**config.mk**
```make
export PLATFORM = sky130hd
export DESIGN_NAME = int_to_bf16
export DESIGN_NICKNAME = d
export VERILOG_FILES = /design/src/rtl/fpu_pkg.sv /design/src/rtl/bf16_round_rne.sv /design/src/rtl/int_to_bf16.sv
export SDC_FILE = /design/constraint.sdc
export NUM_CORES = 1
export LEC_CHECK = 0
export BUFFER_PORTS_ARGS = -buffer_cell sky130_fd_sc_hd__buf_4
export CAP_MARGIN = 20
export CORE_MARGIN = 2
export CORE_UTILIZATION = 45
export CTS_CLUSTER_DIAMETER = 150
export DETAILED_ROUTE_END_ITERATION = 12
export HOLD_SLACK_MARGIN = 0.12
export PLACE_DENSITY = 0.66
export SLEW_MARGIN = 25
export SYNTH_ARGS = -nofsm -noshare
export SYNTH_HDL_FRONTEND = slang
export SYNTH_SLANG_ARGS = --single-unit
```
**constraint.sdc**
```tcl
create_clock -name clk_i -period 7.2 [get_ports clk_i]
set_input_delay 0.36 -clock clk_i [delete_from_list [all_inputs] [get_ports clk_i]]
set_output_delay 0.36 -clock clk_i [all_outputs]
set_load 0.01 [all_outputs]
```
**src/rtl/fpu_pkg.sv**
```systemverilog
// Shared FPU definitions: bf16 layout, constants and the int->bf16 converter state type.
package fpu_pkg;

  typedef struct packed {
    logic       sign;
    logic [7:0] exp;
    logic [6:0] man;
  } bf16_t;

  localparam int unsigned BF16_BIAS = 127;
  localparam logic [15:0] BF16_ZERO = 16'h0000;
  localparam logic [15:0] BF16_QNAN = 16'h7FC0;
  localparam logic [15:0] BF16_INF  = 16'h7F80;

  typedef enum logic [1:0] {
    StIdle,
    StNorm,
    StRound,
    StDone
  } conv_state_e;

endpackage

```
**src/rtl/bf16_round_rne.sv**
```systemverilog
// Round-to-nearest-even on a 7-bit bf16 mantissa using one guard bit and a sticky bit.
// A mantissa carry-out wraps the fraction to zero and bumps the exponent.
module bf16_round_rne (
  input  logic [6:0] man_i,
  input  logic       guard_i,
  input  logic       sticky_i,
  input  logic [7:0] exp_i,
  output logic [7:0] exp_o,
  output logic [6:0] man_o
);

  logic       inc;
  logic [7:0] man_sum;

  // Round up above half, or at exactly half when the kept LSB is odd
  always_comb begin
    inc     = guard_i & (sticky_i | man_i[0]);
    man_sum = {1'b0, man_i} + {7'd0, inc};
    man_o   = man_sum[6:0];
    exp_o   = exp_i;
    if (man_sum[7]) begin
      man_o = 7'd0;
      exp_o = exp_i + 8'd1;
    end
  end

endmodule

```
**src/rtl/int_to_bf16.sv**
```systemverilog
// Iterative integer to bfloat16 converter, one leading-zero normalisation step per cycle.
// Optional macro FP_CONV_UNSIGNED_EN adds is_unsigned_i to treat the operand as unsigned.
module int_to_bf16
  import fpu_pkg::*;
#(
  parameter int unsigned INT_W = 32
) (
  input  logic             clk_i,
  input  logic             rst_i,
  input  logic             in_valid_i,
`ifdef FP_CONV_UNSIGNED_EN
  input  logic             is_unsigned_i,
`endif
  output logic             in_ready_o,
  input  logic [INT_W-1:0] in_data_i,
  output logic             out_valid_o,
  input  logic             out_ready_i,
  output logic [15:0]      out_data_o
);

  // Exponent of a value whose leading one sits in the operand MSB
  localparam logic [7:0] ExpInit = 8'(BF16_BIAS + INT_W - 1);

  conv_state_e state_q, state_d;

  logic             sign_q, sign_d;
  logic [INT_W-1:0] mag_q, mag_d;
  logic [7:0]       exp_q, exp_d;
  bf16_t            res_q, res_d;

  logic             op_unsigned;
  logic             op_neg;
  logic [INT_W-1:0] op_mag;

  // Mantissa/guard/sticky window below the leading one, zero-padded so narrow INT_W works
  logic [INT_W+8:0] rnd_win;
  logic [6:0]       rnd_man_in;
  logic             rnd_guard;
  logic             rnd_sticky;
  logic [7:0]       rnd_exp;
  logic [6:0]       rnd_man;

`ifdef FP_CONV_UNSIGNED_EN
  assign op_unsigned = is_unsigned_i;
`else
  assign op_unsigned = 1'b0;
`endif

  // Operand sign and magnitude; the most negative value maps to 2^(INT_W-1) unsigned
  always_comb begin
    op_neg = in_data_i[INT_W-1] & ~op_unsigned;
    op_mag = op_neg ? (~in_data_i + INT_W'(1)) : in_data_i;
  end

  // Rounding inputs taken from the normalised magnitude (MSB is the implicit one)
  always_comb begin
    rnd_win    = {mag_q[INT_W-2:0], 10'd0};
    rnd_man_in = rnd_win[INT_W+8 -: 7];
    rnd_guard  = rnd_win[INT_W+1];
    rnd_sticky = |rnd_win[INT_W:0];
  end

  bf16_round_rne u_round (
    .man_i    (rnd_man_in),
    .guard_i  (rnd_guard),
    .sticky_i (rnd_sticky),
    .exp_i    (exp_q),
    .exp_o    (rnd_exp),
    .man_o    (rnd_man)
  );

  // State register
  always_ff @(posedge clk_i) begin
    if (rst_i) begin
      state_q <= StIdle;
    end else begin
      state_q <= state_d;
    end
  end

  // Next-state logic
  always_comb begin
    state_d = state_q;
    unique case (state_q)
      StIdle: begin
        if (in_valid_i) begin
          state_d = (op_mag == '0) ? StDone : StNorm;
        end
      end
      StNorm: begin
        if (mag_q[INT_W-1]) begin
          state_d = StRound;
        end
      end
      StRound: state_d = StDone;
      StDone: begin
        if (out_ready_i) begin
          state_d = StIdle;
        end
      end
      default: state_d = StIdle;
    endcase
  end

  // Datapath next-state: capture, normalise, round
  always_comb begin
    sign_d = sign_q;
    mag_d  = mag_q;
    exp_d  = exp_q;
    res_d  = res_q;
    unique case (state_q)
      StIdle: begin
        if (in_valid_i) begin
          sign_d = op_neg;
          mag_d  = op_mag;
          exp_d  = ExpInit;
          if (op_mag == '0) begin
            res_d = BF16_ZERO;
          end
        end
      end
      StNorm: begin
        if (!mag_q[INT_W-1]) begin
          mag_d = mag_q << 1;
          exp_d = exp_q - 8'd1;
        end
      end
      StRound: begin
        res_d = '{sign: sign_q, exp: rnd_exp, man: rnd_man};
      end
      default: ;
    endcase
  end

  // Datapath registers; reset discards any partial result
  always_ff @(posedge clk_i) begin
    if (rst_i) begin
      sign_q <= 1'b0;
      mag_q  <= '0;
      exp_q  <= 8'd0;
      res_q  <= BF16_ZERO;
    end else begin
      sign_q <= sign_d;
      mag_q  <= mag_d;
      exp_q  <= exp_d;
      res_q  <= res_d;
    end
  end

  // Handshake outputs
  always_comb begin
    in_ready_o  = (state_q == StIdle) && !rst_i;
    out_valid_o = (state_q == StDone);
    out_data_o  = res_q;
  end

endmodule

```
==> flow_summary.yaml, run 1 <==
outcome:
  status: "complete, no violations"
clock_network:
  cts_sinks: 59
  cts_buffer_depth: 2
  cts_buffers: 9
  clk_pin_slew_ps: 70
  cts_tree: "done"
  cts.repair.resized: 0
  cts_max_level: 3
  postCtsHoldBufs: 0
  cts_root_buf: "clkbuf_8"
  postCtsSetupRepairBufs: 0
  clkLatencyLatePin_ps: 350
placed_design:
  placed_cell_area_um2: 4530
  post-dp-hpwl_um: 7960
  dpl.cell_count: 665
  io_buffers: 53
  gp_congestion: 0.888
drt:
  drcViolationCount: 0
  dr.pass1.iters: 5
  drt-met1-wl_um: 5100
  wl_met2_um: 5150
  via_per_inst: 6.06
  drt_iter0_markers: 327
  wl_um: 11000
  wl_met3_um: 569
  ant_nets: 0
  wl_per_cell_um: 16.1
  highest_layer: "met4"
  via_count: 4126
worst_setup_path:
  cp.required_ps: 7450
  worstSetupEndpointType: "register"
  crit_slowest_cell: "or4_1"
  worstPathMaxFanout: 12
  path_cells: "buf_4 -> or4_1 -> or4_1 -> nor4_1 -> mux2i_1 -> o2111ai_1 -> nor4_1 -> a31oi_1 -> o32ai_1"
  crit_arrival_ps: 4300
  cpPeakStageDelay_ps: 700
  crit_type: "input port to register"
  cp-start-kind: "input port"
sta:
  period_needed_ps: 4050
  rsz0062_at_grt: "no"
  worst_pin_slew_ps: 1010
  slew_headroom_pct: 32.6
  setup_viol: 0
  maxSlewViolCount: 0
  max_freq_mhz: 247
  finClkSkew_ps: 7.33
  tns_ps: 0
  post-route-period-util_pct: 56.3
  hold_violations: 0
yosys:
  yosys_warnings: 0
  synth-seq-area-share_pct: 28.4
  synth_edf_count: 0
  synthCells: 545
  synth_flop_cell: "dfxtp_1"
  syn_nets: 589
  synth_cell_types: 59
  synth_area_um2: 4160
  ys_seq_elements: 59
  synth-async-reset-ratio_pct: 0
  avgSynthCellArea_um2: 7.64
global_routing:
  track_usage_pct: 21.8
  grt_overflow: 0
  antenna_found_initial: 0
  grt_start_max_net_pins: 67
  grt_pass1_vias: 3532
  grt_pass1_wl_um: 17500
floorplan:
  start_util_pct: 45.7
  dieArea_um2: 10000
  coreArea_um2: 9110
  die_h_um: 100
  rows: 35
  io_pins: 54
  die_w_um: 100
power_and_ir_drop:
  ir_drop_uv: 199
  leakage_nw: 1.71
  power.density_nw_per_um2: 336
finish:
  utilization_pct: 52.5
  fin_nets: 609
  final_common_cell: "dfxtp_1"
  finalInstanceArea_um2: 4790
  fillers: 879
  multi_input_area_um2: 2660
  finalNonFillerCells: 681
  area_delta_synth_final_pct: 15.0
  drive_gt1_share_pct: 15.3
  n_antenna_cell: 0
  area.sequential_um2: 1180
  final_cell_mix: "dfxtp_1, buf_4, nor2_1"
run:
  maxCapViolCount: 0
min_path:
  hold_path.class: "input port to register"
## worst paths after layout
check                                              from                     endpoint  slack [ps]  cells past startpoint
worst min register to register   mag_q[24]$_SDFFE_PP0P_       mag_q[24]$_SDFFE_PP0P_         460                      2
worst min-delay path                       in_data_i[0]        mag_q[0]$_SDFFE_PP0P_         310                      3
worst max-delay path                       in_data_i[6]  out_data_o[14]$_SDFFE_PP0P_        3150                      9
worst max register to register  state_q[0]$_SDFFE_PP0P_  out_data_o[14]$_SDFFE_PP0P_        4040                      8
## layout make-up
| class | count | area share [%] |
|---|---|---|
| clock buffer | 12 | 3.45 |
| clock inverter | 4 | 1.99 |
| inverter | 35 | 2.75 |
| multi-input combinational | 405 | 55.6 |
| sequential | 59 | 24.7 |
| tap | 111 | 2.90 |
| timing repair buffer | 55 | 8.63 |
## critical path, delay by kind of cell
kind / cells / cell delay [ps]
compound gates: 3 / 900
mux: 1 / 260
simple gates: 4 / 2630
buf+inv: 1 / 140
## state kept, by name, summed over array words and instances, names as in the netlist
name and flops:
sign_q 1, state_q 2, exp_q 8, mag_q 32, out_data_o 16
## metrics by stage
stage | setup slack (ps) | total power [W] | hold WS, ps
2_1_floorplan | 3560 | 0.00103 | 432
3_3_place_gp | 3010 | 0.00120 | 443
3_5_place_dp | 2840 | 0.00121 | 446
4_1_cts | 3210 | 0.00161 | 308
5_1_grt | 2870 | 0.00172 | 343
6_report | 3150 | 0.00161 | 309
## synthesized netlist by cell type, types with 17 or more instances
cell	count	area, µm²
a21oi_1	24	120
clkbuf_1	34	128
dfxtp_1	59	1180
inv_1	35	131
nand2_1	43	161
nor2_1	46	173
nor3_1	18	90.1
nor4_1	19	119
o211ai_1	19	143
o21ai_0	33	165
xnor2_1	30	263
xor2_1	17	149
## kinds of logic after synthesis
group / synth area share, %
AOI/OAI and AO/OA: 23.4
and+or+nand+nor: 26.1
buffers and inverters: 7.78
DFF: 28.4
xor gates and xnor gates: 9.89
adders and majority gates: 2.40
muxes: 2.01
## power by group
group	internal [W]	total, W	switching (W)	leakage (nW)
logic	0.000265	0.000677	0.000412	1.09
registers	0.000428	0.000542	0.000114	0.484
clock network	0.000258	0.000390	0.000132	0.133
## per-layer routing
metal,vias to the layer above,track usage (%)
met2,135,35.5
met5,-,0
met4,0,8.11
met3,14,2.79
met1,1943,29.6
li1,2034,-
No activity file was read; power rests on OpenSTA's default activity.
==> run 2: changes to the inputs <==
- clock period: 7.2 -> 3.8 ns (I/O delays scaled with it)
==> run 2 against run 1 <==
Against the previous run:
- setup slack worse by 2800 ps
- first-iteration DRC count up 2.8%
- sequential power is 90% higher
- final area is 1.2% higher
- clock-buffer cell count is 1 lower
- critical path type unchanged
- critical path depth rose by 5
==> flow_summary.yaml, run 2 (synthesized netlist as in run 1, its figures left out) <==
outcome:
  status: "complete, no violations"
clock_network:
  cts_tree: "done"
  clkLatencyLatePin_ps: 340
  cts_buffers: 9
  postCtsHoldBufs: 0
  cts_root_buf: "clkbuf_8"
  cts_max_level: 3
  cts_sinks: 59
  cts_buffer_depth: 2
  postCtsSetupRepairBufs: 0
  clk_pin_slew_ps: 70
  cts.repair.resized: 0
placed_design:
  post-dp-hpwl_um: 8150
  io_buffers: 53
  gp_congestion: 0.923
  post-place-ws_ps: 3.78
  placed_cell_area_um2: 4650
worst_setup_path:
  cp-start-kind: "input port"
  crit_type: "input port to register"
  worstSetupEndpointType: "register"
  cp.required_ps: 4040
  crit_arrival_ps: 3720
  worstPathMaxFanout: 12
sta:
  hold_violations: 0
  max_freq_mhz: 287
  holdWs_ps: 155
  maxSlewViolCount: 0
  slew_headroom_pct: 36.5
  setup_ws_ps: 315
  finClkSkew_ps: 8.79
  period_needed_ps: 3490
  worst_pin_slew_ps: 948
  tns_ps: 0
  setup_viol: 0
  post-route-period-util_pct: 91.7
  rsz0062_at_grt: "no"
finish:
  drive_gt1_share_pct: 17.3
  final_common_cell: "buf_4"
  finalInstanceArea_um2: 4840
  regMostFlops: "mag_q"
  utilization_pct: 53.2
  largest_reg_flops: 32
  fillers: 896
  n_antenna_cell: 0
  fin_nets: 624
  final_cell_mix: "buf_4, dfxtp_1, nor2_1"
  area_delta_synth_final_pct: 16.4
global_routing:
  grt_start_max_net_pins: 67
  grt_overflow: 0
  antenna_found_initial: 0
  grt_pass1_vias: 3636
  track_usage_pct: 22.3
  grt_pass1_wl_um: 17900
power_and_ir_drop:
  sw_frac_of_total_pct: 42.8
  ir_drop_uv: 273
  power_frac_seq_pct: 35.5
  power_switching_w: 0.00124
  internal_power_w: 0.00165
  power.density_nw_per_um2: 597
  power_frac_comb_pct: 45.0
  clkPwrFrac_pct: 19.5
  leakage_nw: 1.75
drt:
  ant_nets: 0
  via_per_inst: 6.00
  wl_per_cell_um: 16.1
  via_count: 4178
  drt_iter0_markers: 336
  dr.pass1.iters: 5
  drcViolationCount: 0
  wl_um: 11200
floorplan:
  io_pins: 54
  die_w_um: 100
  rows: 35
  die_h_um: 100
  start_util_pct: 45.7
  coreArea_um2: 9110
  dieArea_um2: 10000
min_path:
  hold_path.class: "input port to register"
run:
  maxCapViolCount: 0
==> run 2: cell types whose count changed in the layout (fill, tap and decap cells not counted) <==
cell        change
bufinv_16       -2
buf_4          +14
buf_12          +1
clkbuf_1        +1
clkinvlp_4      +1
clkinv_2        +2
clkbuf_8        -2
==> run 2: metrics by stage <==
step | total power [W] | std cells
floorplan | 0.00196 | 545
global placement | 0.00230 | 680
detailed placement | 0.00232 | 680
CTS | 0.00290 | 696
global route | 0.00311 | 696
finish | 0.00289 | 696
==> run 2: final timing paths <==
kind	from	to	slack [ps]	depth (start not counted)
worst min register to register	mag_q[24]$_SDFFE_PP0P_	mag_q[24]$_SDFFE_PP0P_	460	2
worst max-delay path	in_data_i[1]	out_data_o[0]$_SDFFE_PP0P_	310	14
worst min-delay path	in_data_i[0]	mag_q[0]$_SDFFE_PP0P_	150	3
worst max register to register	state_q[0]$_SDFFE_PP0P_	out_data_o[0]$_SDFFE_PP0P_	990	9
==> run 2: critical path: stages <==
cell	delay, ps
buf_4	130
inv_1	70
ha_1	240
or3b_2	490
buf_4	180
nor4_1	270
buf_4	190
a21oi_1	80
xnor2_1	340
o311ai_0	200
buf_4	180
a2111oi_4	500
a31oi_1	450
o32ai_1	230
==> run 2: cell type report <==
class | instances | area, µm² | share of cell area (%)
flip-flops and latches | 59 | 1180 | 24.4
clock buffers | 11 | 141 | 2.92
repair buffers | 70 | 538 | 11.1
clock inverters | 5 | 52.6 | 1.08
multi-input cells | 405 | 2660 | 54.9
inverters | 35 | 131 | 2.71
well taps | 111 | 139 | 2.87
==> run 2: power by group through the flow <==
stage / logic, W / clock network [W] / registers [W]
finish: 0.00130 / 0.000564 / 0.00103
global placement: 0.00127 / 0 / 0.00103
floorplan: 0.00101 / 0 / 0.000950
CTS: 0.00130 / 0.000576 / 0.00102
detailed placement: 0.00129 / 0 / 0.00103
global route: 0.00145 / 0.000609 / 0.00106
==> run 2: metal layers <==
layer  GRT usage [%]  part of all wire (%)  vias up
li1                -                     -     2070
met1            31.5                    47     1941
met2            34.3                    46      147
met3            3.20                   5.2       20
met4            8.64                   2.3        0
met5               0                     0        -
==> run 3: changes to the inputs <==
- CTS_BUF_LIST: default -> sky130_fd_sc_hd__clkbuf_16
==> run 3 against run 2 <==
Against the previous run:
- critical path type unchanged
- critical endpoint unchanged
- fmax decreased by 1.9%
- worst hold slack improved by 10 ps
- utilization increased by 1.0 points
- global-route usage increased by 0.18 points
- total power increased by 7.4%
- via count increased by 0.69%
- flip-flop and latch count unchanged
- setup slack got worse by 66 ps
- critical path depth unchanged
- final cell count unchanged
==> flow_summary.yaml, run 3 (synthesized netlist as in run 1, its figures left out) <==
outcome:
  status: "complete, no violations"
global_routing:
  antenna_found_initial: 0
  grt_overflow: 0
  grt_start_max_net_pins: 67
  grt_use_met1_pct: 31.3
  grt_pass1_vias: 3656
  global_route.usage.met3_pct: 3.41
  grt_pass1_wl_um: 18000
  track_usage_pct: 22.5
  met2_usage_pct: 35.3
  busiest_layer: "met2"
power_and_ir_drop:
  power.density_nw_per_um2: 629
  leakage_nw: 1.79
  ir_drop_uv: 297
drt:
  wl_um: 11200
  via_count: 4207
  drt_iter0_markers: 392
  drcViolationCount: 0
  via_per_inst: 6.04
  dr.pass1.iters: 5
  ant_nets: 0
  wl_per_cell_um: 16.2
clock_network:
  cts.repair.resized: 0
  cts_root_buf: "clkbuf_16"
  cts_buffer_depth: 2
  postCtsSetupRepairBufs: 0
  postCtsHoldBufs: 0
  cts_max_level: 3
  cts_tree: "done"
  cts_sinks: 59
  clkLatencyLatePin_ps: 330
  clk_pin_slew_ps: 50
  cts_buffers: 9
finish:
  n_antenna_cell: 0
  utilization_pct: 54.2
  fin_nets: 624
  final_cell_mix: "buf_4, dfxtp_1, nor2_1"
  drive_gt1_share_pct: 17.1
  area_delta_synth_final_pct: 18.6
  largest_reg_flops: 32
  regMostFlops: "mag_q"
  final_common_cell: "buf_4"
  fillers: 881
sta:
  period_needed_ps: 3550
  slew_headroom_pct: 32.8
  setup_viol: 0
  worst_pin_slew_ps: 1000
  tns_ps: 0
  post-route-period-util_pct: 93.4
  rsz0062_at_grt: "no"
  max_freq_mhz: 282
  hold_violations: 0
  finClkSkew_ps: 6.60
  maxSlewViolCount: 0
worst_setup_path:
  cp-start-kind: "input port"
  crit_arrival_ps: 3770
  worstSetupEndpointType: "register"
  crit_type: "input port to register"
  crit_slowest_cell: "or3b_2"
  worstPathMaxFanout: 12
  cpPeakStageDelay_ps: 480
  r2r_slack_ps: 930
  path_buf_inv: 5
  path_cells: "buf_4 -> inv_1 -> ha_1 -> or3b_2 -> buf_4 -> nor4_1 -> buf_4 -> a21oi_1 -> xnor2_1 -> o311ai_0 -> buf_4 -> a2111oi_4 -> a31oi_1 -> o32ai_1"
  crit_family: "compound AO/OA/AOI/OAI gates"
  critPathMostFrequentCell: "buf_4"
  cp.required_ps: 4020
run:
  maxCapViolCount: 0
min_path:
  hold_path.class: "input port to register"
floorplan:
  rows: 35
  start_util_pct: 45.7
  dieArea_um2: 10000
  coreArea_um2: 9110
  die_w_um: 100
  die_h_um: 100
  io_pins: 54
placed_design:
  post-dp-hpwl_um: 8150
  io_buffers: 53
  gp_congestion: 0.923
==> run 3: changes by cell type in the layout (fill, tap and decap cells not counted) <==
cell / previous run / this run
clkbuf_8: 10 / 0
clkbuf_16: 0 / 9
clkbuf_1: 1 / 0
clkinv_1: 0 / 1
inv_1: 35 / 36
==> run 3: worst min-delay path: stages <==
cell and delay [ps]:
buf_4 120, a22oi_1 70, nor2_1 80
==> run 3: area by class of cell <==
cell class / instances / area, µm² / share of cell area [%]
multi-input combinational: 405 / 2660 / 53.9
sequential: 59 / 1180 / 23.9
timing repair buffer: 70 / 538 / 10.9
clock buffer: 9 / 225 / 4.56
tap: 111 / 139 / 2.81
inverter: 35 / 131 / 2.66
clock inverter: 7 / 60.1 / 1.22
==> run 3: stage by stage <==
| stage | total power [W] | setup slack (ps) | std cells | hold slack, ps | instance area [µm²] |
|---|---|---|---|---|---|
| floorplan | 0.00196 | 328 | 545 | 338 | 4160 |
| global placement | 0.00230 | 134 | 680 | 443 | 4650 |
| detailed placement | 0.00232 | 3.78 | 680 | 447 | 4650 |
| CTS | 0.00311 | 258 | 696 | 159 | 4940 |
| global route | 0.00333 | 23.8 | 696 | 190 | 4940 |
| finish | 0.00310 | 249 | 696 | 165 | 4940 |
==> run 3: where the power goes <==
part	leakage (nW)	switching, W	internal, W
combinational	1.17	0.000776	0.000527
clock	0.144	0.000277	0.000498
sequential	0.484	0.000215	0.000811
==> run 3: layer usage <==
layer	vias to the layer above	wire length [µm]
li1	2067	-
met2	141	5220
met1	1979	5210
met3	20	606
met4	0	211
met5	-	0
==> run 3: final timing paths <==
kind / from / cells after the start / end
worst min register to register: mag_q[24]$_SDFFE_PP0P_ / 2 / mag_q[24]$_SDFFE_PP0P_
worst min-delay path: in_data_i[0] / 3 / mag_q[0]$_SDFFE_PP0P_
worst max register to register: state_q[0]$_SDFFE_PP0P_ / 9 / out_data_o[0]$_SDFFE_PP0P_
worst max-delay path: in_data_i[1] / 14 / out_data_o[0]$_SDFFE_PP0P_
